[config.mk]
export PLATFORM = sky130hd
export DESIGN_NAME = musb_stage_register
export DESIGN_NICKNAME = d
export VERILOG_FILES = /design/src/rtl/musb_stage_register.sv
export SDC_FILE = /design/constraint.sdc
export NUM_CORES = 1
export LEC_CHECK = 0
export CORE_AREA = 2 2 92 94
export CTS_CLUSTER_DIAMETER = 80
export CTS_CLUSTER_SIZE = 10
export DETAILED_ROUTE_END_ITERATION = 16
export DIE_AREA = 0 0 94 96
export PLACE_DENSITY = 0.78
export SYNTH_ARGS = -nofsm -noshare
export SYNTH_HDL_FRONTEND = slang
export SYNTH_SLANG_ARGS = --single-unit
[constraint.sdc]
create_clock -name clk -period 1.79 [get_ports clk]
set_input_delay 0.4475 -clock clk [delete_from_list [all_inputs] [get_ports clk]]
set_output_delay 0.4475 -clock clk [all_outputs]
set_load 0.05 [all_outputs]
[src/rtl/musb_stage_register.sv]
// Parametrised valid/ready pipeline stage with PC/BDS sideband, flush-to-bubble and stall counter.
// Optional skid entry (registered in_ready) enabled by defining MUSB_STAGE_SKID_EN.
module musb_stage_register #(
    parameter int unsigned              DATA_WIDTH = 32,
    parameter logic [DATA_WIDTH-1:0]    NOP_VALUE  = '0,
    parameter int unsigned              CNT_WIDTH  = 16
) (
    input  logic                  clk,
    input  logic                  rst_n,
    input  logic [DATA_WIDTH-1:0] in_data,
    input  logic [31:0]           in_pc,
    input  logic                  in_is_bds,
    input  logic                  in_valid,
    output logic                  in_ready,
    input  logic                  flush,
    output logic [DATA_WIDTH-1:0] out_data,
    output logic [31:0]           out_pc,
    output logic                  out_is_bds,
    output logic                  out_valid,
    output logic                  out_flushed,
    input  logic                  out_ready,
    output logic [CNT_WIDTH-1:0]  stall_count
);

`ifdef MUSB_STAGE_SKID_EN
    typedef enum logic [1:0] {EMPTY = 2'd0, FULL = 2'd1, SKID = 2'd2} state_t;
`else
    typedef enum logic {EMPTY = 1'b0, FULL = 1'b1} state_t;
`endif

    state_t                state, state_nxt;
    logic [DATA_WIDTH-1:0] main_data, main_data_nxt;
    logic [31:0]           main_pc, main_pc_nxt;
    logic                  main_bds, main_bds_nxt;
    logic                  flushed, flushed_nxt;
    logic                  in_xfer, out_xfer;

`ifdef MUSB_STAGE_SKID_EN
    logic [DATA_WIDTH-1:0] skid_data, skid_data_nxt;
    logic [31:0]           skid_pc, skid_pc_nxt;
    logic                  skid_bds, skid_bds_nxt;

    assign in_ready = (state != SKID);
`else
    assign in_ready = ~out_valid | out_ready;
`endif

    assign out_valid   = (state != EMPTY);
    assign out_data    = main_data;
    assign out_pc      = main_pc;
    assign out_is_bds  = main_bds;
    assign out_flushed = flushed;
    assign in_xfer     = in_valid & in_ready;
    assign out_xfer    = out_valid & out_ready;

    always_comb begin
        state_nxt     = state;
        main_data_nxt = main_data;
        main_pc_nxt   = main_pc;
        main_bds_nxt  = main_bds;
        flushed_nxt   = flushed;
`ifdef MUSB_STAGE_SKID_EN
        skid_data_nxt = skid_data;
        skid_pc_nxt   = skid_pc;
        skid_bds_nxt  = skid_bds;
`endif
        // Flush drops the incoming entry even though in_ready reported it as accepted.
        if (flush) begin
            state_nxt     = EMPTY;
            main_data_nxt = NOP_VALUE;
            main_pc_nxt   = '0;
            main_bds_nxt  = 1'b0;
            flushed_nxt   = 1'b1;
`ifdef MUSB_STAGE_SKID_EN
            skid_data_nxt = NOP_VALUE;
            skid_pc_nxt   = '0;
            skid_bds_nxt  = 1'b0;
`endif
        end else begin
            case (state)
                EMPTY: begin
                    if (in_xfer) begin
                        state_nxt     = FULL;
                        main_data_nxt = in_data;
                        main_pc_nxt   = in_pc;
                        main_bds_nxt  = in_is_bds;
                        flushed_nxt   = 1'b0;
                    end
                end
                FULL: begin
                    if (in_xfer && out_xfer) begin
                        main_data_nxt = in_data;
                        main_pc_nxt   = in_pc;
                        main_bds_nxt  = in_is_bds;
                        flushed_nxt   = 1'b0;
                    end else if (out_xfer) begin
                        state_nxt     = EMPTY;
                        main_data_nxt = NOP_VALUE;
                        main_pc_nxt   = '0;
                        main_bds_nxt  = 1'b0;
`ifdef MUSB_STAGE_SKID_EN
                    end else if (in_xfer) begin
                        state_nxt     = SKID;
                        skid_data_nxt = in_data;
                        skid_pc_nxt   = in_pc;
                        skid_bds_nxt  = in_is_bds;
`endif
                    end
                end
`ifdef MUSB_STAGE_SKID_EN
                SKID: begin
                    if (out_ready) begin
                        state_nxt     = FULL;
                        main_data_nxt = skid_data;
                        main_pc_nxt   = skid_pc;
                        main_bds_nxt  = skid_bds;
                        skid_data_nxt = NOP_VALUE;
                        skid_pc_nxt   = '0;
                        skid_bds_nxt  = 1'b0;
                    end
                end
`endif
                default: state_nxt = EMPTY;
            endcase
        end
    end

    always_ff @(posedge clk or negedge rst_n) begin
        if (!rst_n) begin
            state     <= EMPTY;
            main_data <= NOP_VALUE;
            main_pc   <= '0;
            main_bds  <= 1'b0;
            flushed   <= 1'b0;
        end else begin
            state     <= state_nxt;
            main_data <= main_data_nxt;
            main_pc   <= main_pc_nxt;
            main_bds  <= main_bds_nxt;
            flushed   <= flushed_nxt;
        end
    end

`ifdef MUSB_STAGE_SKID_EN
    always_ff @(posedge clk or negedge rst_n) begin
        if (!rst_n) begin
            skid_data <= NOP_VALUE;
            skid_pc   <= '0;
            skid_bds  <= 1'b0;
        end else begin
            skid_data <= skid_data_nxt;
            skid_pc   <= skid_pc_nxt;
            skid_bds  <= skid_bds_nxt;
        end
    end
`endif

    always_ff @(posedge clk or negedge rst_n) begin
        if (!rst_n) begin
            stall_count <= '0;
        end else if (out_valid && !out_ready && (stall_count != '1)) begin
            stall_count <= stall_count + CNT_WIDTH'(1);
        end
    end

endmodule
## Word level (Yosys, flattened, before mapping)

Cells that the tools add are included.

- Flip-flop bits (word level): 83
- Latch bits: 0
- Bits in writable memories: 0
- ROM bits: 0
- Logic and storage cells: 44
- Memories: 0

- Add/sub/neg operators: 1
- $mul: 0
- Div/mod/pow operators: 0
- Magnitude comparators: 0
- Equal/unequal tests: 4
- Shift operators: 0
- Mux-type cells: 23
- Bitwise gates (word level): 4
- Reductions and logical operators: 6

Operator list:

| kind | count |
|---|---|
| $mux W32 | 7 |
| $pmux W32 S2 | 2 |
| $add A16 B1 Y16 const B | 1 |
| $ne A16 B16 Y1 const B | 1 |
| $mux W1 | 11 |
| $pmux W1 S2 | 3 |
| $ne A4 B2 Y1 const B | 1 |
| $reduce_and A2 Y1 | 2 |
| $logic_and A1 B1 Y1 | 3 |
| $ne A3 B2 Y1 const B | 1 |
| $ne A3 B3 Y1 const B | 1 |
| $and A1 B1 Y1 | 2 |
| $logic_not A1 Y1 | 1 |
| $not A1 Y1 | 1 |
| $or A1 B1 Y1 | 1 |

## Depth between registers and ports, before layout

Gate-level depths: netlist of run 1.

- Word-level depth: 7
- Depth in mapped cells: 8
- Mapped depth without buffers: 6

## Worst setup path before layout of run 1

No wires, ideal clock.

- Path type: register to register
- Start: reg stall_count[0]
- End: reg stall_count[1]
- Library setup time: 125 ps
- Data arrival time: 1,750 ps
- Required time: 1,665 ps
- Slack: -85 ps
- Cell stages (with the launch flop): 6
- Cells stage by stage: dfrtp_1 -> ha_1 -> nand2_1 -> nor2_1 -> a31oi_4 -> mux2_2

- Word-level cells in the longest chain between the ends: 2

RTL lines:

| item | line | text |
|---|---|---|
| from (decl) | 22 | `output logic [CNT_WIDTH-1:0] stall_count` |
| from (signal assigned) | 162 | `stall_count <= stall_count + CNT_WIDTH'(1);` |
| branches (longest 2 deep; another with $add A16 B1 Y16) | - |  |

Several ways; the timed one is not identified.
A chain may end at the register's enable or synchronous reset.

## Worst setup path in the final report of run 1

- Start: in out_ready
- End: out in_ready

- Word-level cells in the longest chain between the ends: 1

RTL lines:

| item | line | text |
|---|---|---|
| from (decl) | 21 | `input logic out_ready,` |
| $or A1 B1 Y1 | 45 | `assign in_ready = ~out_valid \| out_ready;` |
| to (decl) | 14 | `output logic in_ready,` |

No other way between the ends.

==> impl_metrics.yaml, run 1 <==
run_status:
  outcome: "complete, no violations"
power_and_ir_drop:
  peakVddDrop_mv: 1.19
  leakage_uw: 0.00236
  clockPowerShare_pct: 24.8
  p_sw_share_pct: 34.2
  total_power_uw: 4580
  power_density_mw_per_mm2: 934
  p_seq_share_pct: 47.2
  power_switching_uw: 1560
  power_frac_comb_pct: 28.0
  internal_power_uw: 3010
logic_synthesis:
  synth_seq_cells: 83
  ys_seq_area_share_pct: 66.1
  synth_edf_count: 0
  syn_avg_cell_area_um2: 14.1
  yosys_warnings: 0
  syn_nets: 294
  synth-async-reset-ratio_pct: 100
  netlist_instances: 223
  ys_types: 27
  syn-cell-area_mm2: 0.00314
  synthFlopType: "dfrtp_1"
timing:
  setup_viol: 0
  max_freq_ghz: 0.573
  slew_headroom_pct: 77.4
  setup_tns_ns: 0
  fin_crit_ns: 1.75
  period_share_pct: 97.6
  final_hold_viol_count: 0
  holdWs_ns: 0.00177
  maxSlewViolCount: 0
  finClkSkew_ns: 0.0130
  tightest_slew_ns: 0.338
setup_path:
  startpoint_type: "input port"
  path_class: "input port to output port"
  cp-end-kind: "output port"
  crit_fanout: 4
  crit_required_ns: 1.34
  crit_arrival_ns: 1.30
clock_tree:
  cts_root_buf: "clkbuf_8"
  cts_tree: "yes"
  cts_buffer_depth: 2
  cts.clk_slew.worst_paths_ns: 0.08
  htree_levels: 3
  cts.sinks: 83
  numCtsBuffers: 9
  clkLatencyLatePin_ns: 0.34
placement:
  dpl_cell_area_mm2: 0.00472
  dp_cells: 478
  dp_hpwl_mm: 5.61
  gp_congestion: 0.739
  port_buffers: 153
layout:
  n_fill_cell: 625
  final_common_cell: "buf_4"
  seq_area_mm2: 0.00208
  final_cells: 496
  drive_gt1_share_pct: 31.2
  multi_input_area_um2: 966
  mostFrequentLayoutCells: "buf_4 (88), dfrtp_1 (81), clkdlybuf4s50_1 (68)"
  fin_area_mm2: 0.00490
  nets: 457
  area_growth_pct: 56.1
  n_antenna_cell: 0
floorplan:
  io_pins: 154
  num_rows: 33
  initial_core_util_pct: 39.0
  die-area_mm2: 0.00902
  die_x_um: 94
  fp.coreArea_mm2: 0.00805
  dieHeight_um: 96
flow_run:
  drv_cap: 0
route:
  wl_per_cell_um: 15.7
  antenna_left: 0
  drt_iter0_drc: 85
  drt_wl_total_mm: 7.80
  drc: 0
  num_vias: 2496
  drt-pass1-iter-count: 4
  viasPerCell: 5.03
global_routing:
  grt_pass1_wl_mm: 12.2
  grt_pass1_vias: 2523
  grt_usage_pct: 17.3
  antenna_found_initial: 0
  grt_overflow: 0
  grt_max_degree: 51
min_path:
  hold_path_class: "input port to async pin"
per-layer routing:
metal | share of wire (%) | up-vias | routed length [um] | track usage, %
met5 | 0 | - | 0 | 0
met4 | 0.67 | 0 | 52 | 4.35
met3 | 8.2 | 7 | 636 | 6.19
met2 | 49 | 100 | 3850 | 28.8
met1 | 42 | 1234 | 3260 | 21.8
li1 | - | 1155 | - | -
power groups by stage:
stage,Sequential (uW),Clock (uW),Combinational (uW)
floorplan,2670,0,241
global placement,2190,0,1260
detailed placement,2190,0,1290
CTS,2160,1180,1290
global route,2180,1260,1350
finish,2160,1140,1280
cell usage after synthesis (all sizes together), types with 2 or more instances:
master	count	area share (%)
dfrtp	83	66
a22o	65	18
buf	13	3.1
nor2	13	1.6
xnor2	10	2.8
nand4	9	1.8
nand2	8	0.96
a31oi	3	1.1
xor2	3	0.84
clkbuf	2	0.36
nand3	2	0.32
nor3	2	0.48
timing repair:
action / in CTS / in global routing
gates resized for setup: 3 / 0
setup buffers: 0 / 2
hold buffers: 0 / 0
endpoints found under the setup margin: 1 / 1
worst paths after layout:
check                          startpoint  cells after the start  slack (ns)        endpoint
setup / recovery                out_ready                      5        0.04        in_ready
hold / removal                      rst_n                      1       0.002    out_data[26]
setup reg to reg           stall_count[0]                      5        0.10  stall_count[1]
hold reg to reg               out_flushed                      1        0.49     out_flushed
max in group asynchronous           rst_n                      2        1.23  stall_count[1]
min in group clk              out_flushed                      1        0.49     out_flushed
critical path: stages:
cell and delay (ns):
clkdlybuf4s50_1 0.40, nor2b_1 0.12, buf_4 0.15, inv_6 0.04
buf_8 0.14
final cells by class:
class                   instances  area share (%)
clock inverters                 5           0.612
clock buffers                  11            2.68
multi-input cells             124            19.7
repair buffers                167            31.7
flip-flops and latches         83            42.4
well taps                     105            2.68
inverters                       1           0.179
flip-flops by register name, summed over array words and instances (netlist names):
name         flops
out_valid        1
out_pc          32
out_is_bds       1
out_data        32
out_flushed      1
stall_count     16
logic make-up after synthesis:
| kind of cell | after synthesis | share of synthesized area, % |
|---|---|---|
| AO/OA/AOI/OAI | 71 | 20.0 |
| XOR/XNOR | 13 | 3.62 |
| adder cells (fa/ha/maj) | 1 | 0.398 |
| buffers and inverters | 16 | 3.62 |
| flip-flops | 83 | 66.1 |
| multiplexers | 1 | 0.358 |
| AND/OR/NAND/NOR | 38 | 5.89 |
through the flow:
stage / utilization (%) / setup WS (ns)
final: 60.9 / 0.0433
after global routing: 60.9 / -0.00269
after CTS: 60.7 / 0.0156
after detailed placement: 58.6 / -0.156
after global placement: 58.6 / -0.123
after floorplan: - / 0.00645
(Power assumes the default switching activity.)
==> run 2: changes to the inputs <==
--- a/config.mk
+++ b/config.mk
@@ -5,12 +5,14 @@
 export SDC_FILE = /design/constraint.sdc
 export NUM_CORES = 1
 export LEC_CHECK = 0
+export CAP_MARGIN = 20
 export CORE_AREA = 2 2 92 94
 export CTS_CLUSTER_DIAMETER = 80
 export CTS_CLUSTER_SIZE = 10
 export DETAILED_ROUTE_END_ITERATION = 16
 export DIE_AREA = 0 0 94 96
 export PLACE_DENSITY = 0.78
+export SLEW_MARGIN = 10
 export SYNTH_ARGS = -nofsm -noshare
 export SYNTH_HDL_FRONTEND = slang
 export SYNTH_SLANG_ARGS = --single-unit
==> results of run 2 <==
Final layout, timing and power as in run 1 (identical DEF).
